==> config.mk <==
export PLATFORM = sky130hd
export DESIGN_NAME = can_frame_encoder
export DESIGN_NICKNAME = d
export VERILOG_FILES = /design/src/rtl/can_pkg.sv /design/src/rtl/can_tx_stuffer.sv /design/src/rtl/can_frame_encoder.sv
export SDC_FILE = /design/constraint.sdc
export NUM_CORES = 1
export LEC_CHECK = 0
export ABC_AREA = 1
export CELL_PAD_IN_SITES_DETAIL_PLACEMENT = 2
export CELL_PAD_IN_SITES_GLOBAL_PLACEMENT = 2
export CORE_MARGIN = 5
export CORE_UTILIZATION = 31
export CTS_CLUSTER_DIAMETER = 60
export DETAILED_ROUTE_END_ITERATION = 8
export GPL_TIMING_DRIVEN = 0
export PLACE_DENSITY = 0.88
export SYNTH_ARGS = -nofsm -noshare
export SYNTH_HDL_FRONTEND = slang
export SYNTH_SLANG_ARGS = --single-unit
==> constraint.sdc <==
create_clock -name SP -period 3.2 [get_ports SP]
set_clock_uncertainty 0.05 [all_clocks]
set_input_delay 0.96 -clock SP [delete_from_list [all_inputs] [get_ports SP]]
set_output_delay 0.96 -clock SP [all_outputs]
set_load 0.02 [all_outputs]
==> src/rtl/can_pkg.sv <==
// can_pkg: state encoding, CRC-15 constants and field lengths shared by the
// CAN frame encoder and its bit stuffer.
package can_pkg;

    typedef enum logic [3:0] {
        ST_IDLE,
        ST_SOF,
        ST_ARB,
        ST_CTRL,
        ST_DATA,
        ST_CRC,
        ST_CRC_DEL,
        ST_ACK_SLOT,
        ST_ACK_DEL,
        ST_EOF,
        ST_IFS
    } can_state_e;

    localparam logic [14:0] CRC15_POLY = 15'h4599;
    localparam int          EOF_LEN    = 7;
    localparam int          IFS_LEN    = 3;
    localparam int          STUFF_RUN  = 5;

    // One serial CRC-15 step: shift in bit b, MSB-first polynomial division.
    function automatic logic [14:0] crc15_step(input logic [14:0] crc, input logic b);
        logic fb;
        fb         = b ^ crc[14];
        crc15_step = {crc[13:0], 1'b0} ^ (fb ? CRC15_POLY : 15'h0000);
    endfunction

endpackage

==> src/rtl/can_tx_stuffer.sv <==
// can_tx_stuffer: inserts a complement bit after STUFF_RUN equal bus bits and
// accumulates CRC-15 over the unstuffed bits. Stuff bits neither feed the CRC
// nor let the encoder advance its field position (stuff_o tells it to hold).
module can_tx_stuffer
    import can_pkg::*;
(
    input  logic        clk_i,
    input  logic        rst_ni,
    input  logic        clr_i,       // frame accepted: restart CRC and run count
    input  logic        adv_i,       // a bus bit is emitted on this edge
    input  logic        bit_i,       // next unstuffed field bit
    input  logic        stuff_en_i,  // bit_i lies in SOF..CRC
    input  logic        crc_en_i,    // bit_i lies in SOF..last data bit
    output logic        stuff_o,     // this edge emits a stuff bit instead of bit_i
    output logic        tx_bit_o,
    output logic [14:0] crc_o
);

    logic [14:0] crc_q, crc_d;
    logic [2:0]  run_q, run_d;
    logic        last_q, last_d;

    assign stuff_o  = (run_q == 3'(STUFF_RUN));
    assign tx_bit_o = stuff_o ? ~last_q : bit_i;
    assign crc_o    = crc_q;

    // Run-length and CRC update for the bit leaving on this edge.
    always_comb begin
        crc_d  = crc_q;
        run_d  = run_q;
        last_d = last_q;
        if (clr_i) begin
            crc_d  = '0;
            run_d  = '0;
            last_d = 1'b0;
        end else if (adv_i) begin
            if (stuff_o) begin
                // the stuff bit itself opens the next run
                last_d = ~last_q;
                run_d  = 3'd1;
            end else if (stuff_en_i) begin
                run_d  = (bit_i == last_q && run_q != 3'd0) ? run_q + 3'd1 : 3'd1;
                last_d = bit_i;
                if (crc_en_i) crc_d = crc15_step(crc_q, bit_i);
            end else begin
                run_d  = '0;
                last_d = bit_i;
            end
        end
    end

    // Stuffer and CRC state registers.
    always_ff @(posedge clk_i or negedge rst_ni) begin
        if (!rst_ni) begin
            crc_q  <= '0;
            run_q  <= '0;
            last_q <= 1'b0;
        end else begin
            crc_q  <= crc_d;
            run_q  <= run_d;
            last_q <= last_d;
        end
    end

endmodule

==> src/rtl/can_frame_encoder.sv <==
// can_frame_encoder: serialises one CAN 2.0 data/remote frame (standard or
// extended) per start request, one bus bit per SP edge, and monitors RX for
// the ACK slot. Define CAN_ARB_MONITOR_EN to back off on arbitration loss.
//
// state_q/idx_q name the next unstuffed bit to emit; txst_q names the field of
// the bit currently on TX (a stuff bit inherits the field that caused it), so
// RX sampled on an edge is judged against the bit that was on the bus.
module can_frame_encoder
    import can_pkg::*;
(
    input  logic        SP,
    input  logic        reset,
    input  logic        start,
    input  logic        IDE,
    input  logic        RTR,
    input  logic [10:0] IDF,
    input  logic [17:0] IDF_ex,
    input  logic [3:0]  DLC,
    input  logic [63:0] DATA,
    input  logic        RX,
    output logic        TX,
    output logic        busy,
    output logic        done,
    output logic        arb_lost,
    output logic        ack_err
);

    can_state_e  state_q, state_d, txst_q, txst_d, next_st;
    logic [5:0]  idx_q, idx_d;
    logic        ide_q, rtr_q;
    logic [10:0] idf_q;
    logic [17:0] idfx_q;
    logic [3:0]  dlc_q;
    logic [63:0] data_q;
    logic        tx_q, tx_d, busy_q, busy_d, done_q, done_d;
    logic        arb_q, arb_d, ack_q, ack_d;
    logic        latch, clr, adv, arb_lose;

    logic        fbit, stuff_en, crc_en, last, stuff, tx_bit;
    logic [6:0]  flen, nbits;
    logic [3:0]  nbytes;
    logic [14:0] crc;
    logic [10:0] idf_sh;
    logic [17:0] idfx_sh;
    logic [3:0]  dlc_sh;
    logic [63:0] data_sh;
    logic [14:0] crc_sh;

    assign nbytes  = rtr_q ? 4'd0 : ((dlc_q > 4'd8) ? 4'd8 : dlc_q);
    assign nbits   = {nbytes, 3'b000};
    assign idf_sh  = idf_q << idx_q;
    assign idfx_sh = idfx_q << (idx_q - 6'd13);
    assign dlc_sh  = dlc_q << (idx_q - 6'd2);
    assign data_sh = data_q << idx_q;
    assign crc_sh  = crc << idx_q;
    assign last    = ({1'b0, idx_q} == flen - 7'd1);

`ifdef CAN_ARB_MONITOR_EN
    assign arb_lose = (txst_q == ST_ARB) && tx_q && !RX;
`else
    assign arb_lose = 1'b0;
`endif

    // Field bit, field length and region flags for the next unstuffed bit.
    always_comb begin
        fbit     = 1'b1;
        flen     = 7'd1;
        stuff_en = 1'b0;
        crc_en   = 1'b0;
        next_st  = ST_IDLE;
        case (state_q)
            ST_SOF: begin
                fbit = 1'b0; stuff_en = 1'b1; crc_en = 1'b1; next_st = ST_ARB;
            end
            ST_ARB: begin
                flen = ide_q ? 7'd32 : 7'd12;
                stuff_en = 1'b1; crc_en = 1'b1; next_st = ST_CTRL;
                if (idx_q < 6'd11)                 fbit = idf_sh[10];
                else if (!ide_q || idx_q == 6'd31) fbit = rtr_q;
                else if (idx_q < 6'd13)            fbit = 1'b1;   // SRR, IDE
                else                               fbit = idfx_sh[17];
            end
            ST_CTRL: begin
                // IDE/r1 and r0 are dominant, then DLC MSB first
                flen = 7'd6; stuff_en = 1'b1; crc_en = 1'b1;
                fbit = (idx_q < 6'd2) ? 1'b0 : dlc_sh[3];
                next_st = (nbytes == 4'd0) ? ST_CRC : ST_DATA;
            end
            ST_DATA: begin
                flen = nbits; fbit = data_sh[63];
                stuff_en = 1'b1; crc_en = 1'b1; next_st = ST_CRC;
            end
            ST_CRC: begin
                flen = 7'd15; fbit = crc_sh[14]; stuff_en = 1'b1; next_st = ST_CRC_DEL;
            end
            ST_CRC_DEL:  next_st = ST_ACK_SLOT;
            ST_ACK_SLOT: next_st = ST_ACK_DEL;
            ST_ACK_DEL:  next_st = ST_EOF;
            ST_EOF: begin
                flen = 7'(EOF_LEN); next_st = ST_IFS;
            end
            ST_IFS: begin
                flen = 7'(IFS_LEN); next_st = ST_IDLE;
            end
            default: ;
        endcase
    end

    // Frame sequencing: accept start, emit one bit per edge, handle aborts.
    always_comb begin
        state_d = state_q;
        idx_d   = idx_q;
        txst_d  = txst_q;
        tx_d    = tx_q;
        busy_d  = busy_q;
        latch   = 1'b0;
        clr     = 1'b0;
        adv     = 1'b0;
        arb_d   = 1'b0;
        done_d  = busy_q && (state_q == ST_IDLE) && (txst_q == ST_IFS);
        ack_d   = (txst_q == ST_ACK_SLOT) && RX;
        if (state_q == ST_IDLE) begin
            tx_d   = 1'b1;
            busy_d = 1'b0;
            txst_d = ST_IDLE;
            // busy_q still covers the last IFS bit, so a start there is ignored
            if (start && !busy_q) begin
                latch   = 1'b1;
                clr     = 1'b1;
                state_d = ST_SOF;
                idx_d   = '0;
            end
        end else if (arb_lose) begin
            arb_d   = 1'b1;
            tx_d    = 1'b1;
            busy_d  = 1'b0;
            state_d = ST_IDLE;
            txst_d  = ST_IDLE;
            idx_d   = '0;
        end else begin
            adv    = 1'b1;
            busy_d = 1'b1;
            tx_d   = tx_bit;
            if (!stuff) begin
                txst_d = state_q;
                if (last) begin
                    idx_d   = '0;
                    state_d = next_st;
                end else begin
                    idx_d = idx_q + 6'd1;
                end
            end
        end
    end

    // FSM, latched request fields and registered outputs.
    always_ff @(posedge SP or negedge reset) begin
        if (!reset) begin
            state_q <= ST_IDLE;
            txst_q  <= ST_IDLE;
            idx_q   <= '0;
            ide_q   <= 1'b0;
            rtr_q   <= 1'b0;
            idf_q   <= '0;
            idfx_q  <= '0;
            dlc_q   <= '0;
            data_q  <= '0;
            tx_q    <= 1'b1;
            busy_q  <= 1'b0;
            done_q  <= 1'b0;
            arb_q   <= 1'b0;
            ack_q   <= 1'b0;
        end else begin
            state_q <= state_d;
            txst_q  <= txst_d;
            idx_q   <= idx_d;
            tx_q    <= tx_d;
            busy_q  <= busy_d;
            done_q  <= done_d;
            arb_q   <= arb_d;
            ack_q   <= ack_d;
            if (latch) begin
                ide_q  <= IDE;
                rtr_q  <= RTR;
                idf_q  <= IDF;
                idfx_q <= IDF_ex;
                dlc_q  <= DLC;
                data_q <= DATA;
            end
        end
    end

    can_tx_stuffer u_stuffer (
        .clk_i      (SP),
        .rst_ni     (reset),
        .clr_i      (clr),
        .adv_i      (adv),
        .bit_i      (fbit),
        .stuff_en_i (stuff_en),
        .crc_en_i   (crc_en),
        .stuff_o    (stuff),
        .tx_bit_o   (tx_bit),
        .crc_o      (crc)
    );

    assign TX       = tx_q;
    assign busy     = busy_q;
    assign done     = done_q;
    assign arb_lost = arb_q;
    assign ack_err  = ack_q;

endmodule

# == Word-level counts from Yosys, hierarchy flattened ==
# Cells that the tools add are included.
# totals
ff_bits,136
input_bits,103
out_inout_bits,5
wordCells,113
# classes
add_sub_neg,5
order_cmp,4
n_eq_ne,20
shifts,5
muxes,41
n_bitwise,3
reduce_logical,19
# ops
op,count
$mux W15,6
$shl A64 B6 Y64,1
$pmux W7 S6,1
$pmux W4 S9,1
$mux W4,8
$mux W6,5
$eq A4 B3 Y1 const B,5
$shl A18 B6 Y18,1
$eq A4 B4 Y1 const B,4
$mux W3,5
$shl A15 B6 Y15,1
$xor A15 B15 Y15,1
$mux W1,14
$lt A6 B4 Y1 const B,2
$shl A11 B6 Y11,1
$eq A4 B2 Y1 const B,2
$logic_not A4 Y1,2
$eq A6 B7 Y1,1
$sub A7 B1 Y7 const B,1
$add A6 B1 Y6 const B,1
$eq A6 B5 Y1 const B,1
$lt A6 B2 Y1 const B,1
$reduce_bool A2 Y1,3
$shl A4 B6 Y4,1
other kinds (21),28

# == Logic depth before layout (Yosys ltp) ==
# logic_depth
ltp_word,14
ltp_mapped,21
ltp_nobuf,20

# == By module ==
# From an unflattened synthesis, not the netlist that was laid out.
# unflattened
hier_cells,988
area_unflattened_um2,7247.0
# modules_own_cells
mod,instances,cells_each,area_each_um2
can_frame_encoder,1,872,6264.8
can_tx_stuffer,1,116,982.2

# == Worst setup path before layout ==
# Ideal clock, no wire load.
# synth_path
path_type,register to register
start,register idx_q[1]
end,register u_stuffer.crc_q[10] (netlist: u_stuffer.crc_o[10])
setup_ps,117
arrival_time_ps,2235
setup_slack_ps,798
stages_incl_launch_ff,18
n_path_buf,1
path_cell_list,dfrtp_1 inv_2 clkbuf_1 ha_1 inv_1 nand3_1 nand3_1 nand3_1 nand3_1 nand2_1 nand2_1 nand2_1 nand2_1 nand3_2 nand2_4 nand2_1 nand3_1 nand2_1
# synth_via
elab_chain_cells,14
word_cells_on_any_way,25
# synth_lines
element,line,source
from (decl),can_frame_encoder.sv:29,"logic [5:0] idx_q, idx_d;"
from (signal assigned),can_frame_encoder.sv:176,idx_q <= idx_d;
$sub A6 B4 Y6,can_frame_encoder.sv:52,assign idfx_sh = idfx_q << (idx_q - 6'd13);
$shl A18 B6 Y18,can_frame_encoder.sv:52,
$mux W1,can_frame_encoder.sv:80,else if (idx_q < 6'd13) fbit = 1'b1;
$mux W1,can_frame_encoder.sv:79,else if (!ide_q || idx_q == 6'd31) fbit = rtr_q;
$mux W1,can_frame_encoder.sv:78,if (idx_q < 6'd11) fbit = idf_sh[10];
$pmux W1 S5 *,can_frame_encoder.sv:71,case (state_q)
$xor A1 B1 Y1 *,can_pkg.sv:27,fb = b ^ crc[14];
$mux W15 *,can_pkg.sv:28,"crc15_step = {crc[13:0], 1'b0} ^ (fb ? CRC15_POLY : 15'h0000);"
$xor A15 B15 Y15 *,can_pkg.sv:28,
$mux W15 *,can_tx_stuffer.sv:44,"if (crc_en_i) crc_d = crc15_step(crc_q, bit_i);"
$mux W15 *,can_tx_stuffer.sv:41,end else if (stuff_en_i) begin
$mux W15 *,can_tx_stuffer.sv:37,if (stuff_o) begin
$mux W15 *,can_tx_stuffer.sv:36,end else if (adv_i) begin
$mux W15 *,can_tx_stuffer.sv:32,if (clr_i) begin
to (signal assigned),can_tx_stuffer.sv:59,crc_q <= crc_d;
to (decl),can_tx_stuffer.sv:19,"logic [14:0] crc_q, crc_d;"
# Mark *: on every way between the ends. The rest lies on a longest branch, timed or not. The select of a mux whose other input is x is not followed.
# A chain may end at the register's enable or synchronous reset.

# == Final worst setup path ==
# layout_path
start,register idx_q[0]
end,register u_stuffer.crc_q[8] (netlist: u_stuffer.crc_o[8])
# The elaborated chain is that of the path after synthesis.

==> metrics.yaml <==
cp_max_fo: 10
p_total_mw: 10.3
avgSynthCellArea_um2: 7.26
die_w_um: 163
drc_errors: 0
gp_congestion: 0.841
cts.sinks: 136
worstPathArrival_ns: 3.36
synth_top_area_cell: "dfrtp_1"
wl_um: 29000
synth-edff-count: 0
antenna_found_initial: 0
synth_flop_cell: "dfrtp_1"
clk_pin_slew_ns: 0.06
nets: 1238
die_y_um: 163
start_util_pct: 31.2
h-tree-depth: 4
placed_cell_area_mm2: 0.00874
ys_warn_count: 0
clk_latency_ns: 0.44
cts_made_buffers: 17
outcome: "finished clean"
grt_usage_pct: 22.6
drive_above_1_share_pct: 8.08
fin_area_mm2: 0.00941
viasPerCell: 4.99
grt_pass1_vias: 8436
fmax_ghz: 0.324
slowest_delay_ns: 0.41
start_kind: "register"
worstPathRequired_ns: 3.47
tritoncts: "done"
cp-end-kind: "register"
max-cap-violations: 0
hold_viol_final: 0
max_slew_margin_pct: 44.5
rr_worst_depth: 18
r2r_slack_ns: 0.11
fill_cells: 2779
core_mm2: 0.0233
reg2reg_from: "idx_q[0]"
synthArstFlopShare_pct: 100
vias: 7280
worst_pin_slew_ns: 0.833
critPathKind: "register to register"
path_cells: "inv_2 -> clkbuf_4 -> ha_4 -> clkinvlp_4 -> a21oi_1 -> nand3_1 -> a21oi_1 -> nand3_1 -> nand2_1 -> nand2_1 -> nand2_1 -> nand2_2 -> nand2_4 -> nand2_2 -> nand2_4 -> nand2_1 -> nand3_1 -> nand2_1"
wire_per_inst_um: 19.9
power.density_mw_per_mm2: 1090
cts-root-buf: "clkbuf_16"
grt_max_degree: 89
yosysTopAreaCellShare_pct: 46.6
cts_buffer_depth: 2
io_pins: 108
dr.pass1.iters: 4
layout_common_cells: "456 x nand2_1, 134 x dfrtp_1, 105 x clkdlybuf4s50_1, 90 x nand3_1, 62 x inv_1"
finalCriticalPeriod_ns: 3.09
dp_hpwl_um: 20100
die_area_mm2: 0.0266
rr_endpoint: "u_stuffer.crc_o[8]"
ys_top_cells_by_area: "dfrtp_1 47%, nand2_1 24%, nand3_1 6.2%"
syn_to_final_growth_pct: 29.7
ys_ff_latch: 136
cellLeakagePower_nw: 4.65
finish.utilization_pct: 40.4
syn_inst: 999
postCtsHoldBufs: 0
final_common_cell: "nand2_1"
syn-cell-area_mm2: 0.00725
hp-class: "primary input to asynchronous set/reset pin"
ys_types: 42
num_rows: 56
hold-worst-slack_ns: 0.408
rsz0062_at_grt: "false"
cp_slowest_cell: "dfrtp_2"
fin_crit_sh_pct: 96.6
crit_top_cell: "nand2_1"
ys_seq_area_share_pct: 46.9
final_max_slew_viol_count: 0
grt_pass1_wl_um: 46600
ir_worst_vdd_uv: 431
setup_violations: 0
postRouteAntennaNets: 0
grt-ovfl-total: 0
n_antenna_cell: 0
port_buffers: 106
syn-num-nets: 1111
drt_iter0_drc: 336
[worst max-delay path by stage]
stage,from,end,slack [ns],depth (start not counted)
2_1_floorplan,idx_q[1],u_stuffer.crc_o[10],0.80,17
3_3_place_gp,reset,data_q[40],-4.58,1
3_5_place_dp,start,idfx_q[1],-0.35,7
4_1_cts,start,data_q[61],0.02,7
5_1_grt,idx_q[0],u_stuffer.crc_o[3],0.02,18
6_report,idx_q[0],u_stuffer.crc_o[8],0.11,18
[cell usage after synthesis, types with 7 or more instances]
cell	instances
o21ai_0	39
nor2_1	46
inv_1	63
nand3_1	90
ha_1	9
dfrtp_1	135
buf_2	11
nand2_1	457
xor2_1	9
buf_1	9
a21oi_1	28
clkbuf_1	19
o22ai_1	9
inv_2	11
nand4_1	7
[repair_timing]
item	CTS	global route
pin swaps	0	1
setup buffers	2	0
cloned	0	0
resized for setup	3	9
setup endpoints to repair	12	15
[sequential cells by signal, summed over array words and instances, names as in the netlist, 3 cells and up]
signal and flops:
data_q 64, state_q 4, idx_q 6, idfx_q 18
idf_q 11, dlc_q 4, u_stuffer.crc_o 15, txst_q 4
u_stuffer.run_q 3
[critical path: cells and delay by family (launching register included)]
kind            cells  cell delay (ns)
flops               1             0.41
compound gates      2             0.37
fa+ha+maj           1             0.35
buf+inv             3             0.47
simple gates       12             1.32
[stage by stage]
stage | std cells | setup slack, ns | setup TNS [ns]
3_3_place_gp | 1424 | -4.58 | -625.40
4_1_cts | 1458 | 0.0173 | 0
5_1_grt | 1458 | 0.0200 | 0
6_report | 1458 | 0.110 | 0
3_5_place_dp | 1425 | -0.350 | -9.97
2_1_floorplan | 999 | 0.798 | 0
[power breakdown]
part,switching (mW),internal [mW],leakage (nW)
Clock,0.836,1.29,0.289
Combinational,3.49,1.62,2.66
Sequential,0.547,2.50,1.70
[routing by layer]
metal,vias up,part of all wire (%),wire (um),track usage [%]
met1,3670,42,12100,27.1
li1,3397,-,-,-
met4,0,2.8,802,8.39
met2,161,52,15000,40.8
met5,-,0,0,0
met3,52,3.9,1130,3.64
[area by class of cell]
type	count	area (um2)	share of cell area, %
inverter	77	299	3.18
buffer	44	213	2.26
timing repair buffer	109	1100	11.7
clock buffer	22	474	5.04
tap	319	399	4.24
sequential	136	3410	36.2
clock inverter	10	143	1.52
multi-input combinational	741	3370	35.8
[logic make-up (layout without fill, tap and decap cells)]
| logic type | count (synthesis) | count (layout) | share of synthesized area [%] |
|---|---|---|---|
| DFF | 136 | 136 | 46.9 |
| buffers and inverters | 122 | 262 | 6.97 |
| other | 1 | 1 | 0.0517 |
| AOI/OAI and AO/OA | 92 | 92 | 7.11 |
| adders and majority gates | 9 | 9 | 1.55 |
| and+or+nand+nor | 627 | 627 | 35.9 |
| xor gates and xnor gates | 12 | 12 | 1.45 |
No activity file was read; power rests on OpenSTA's default activity.
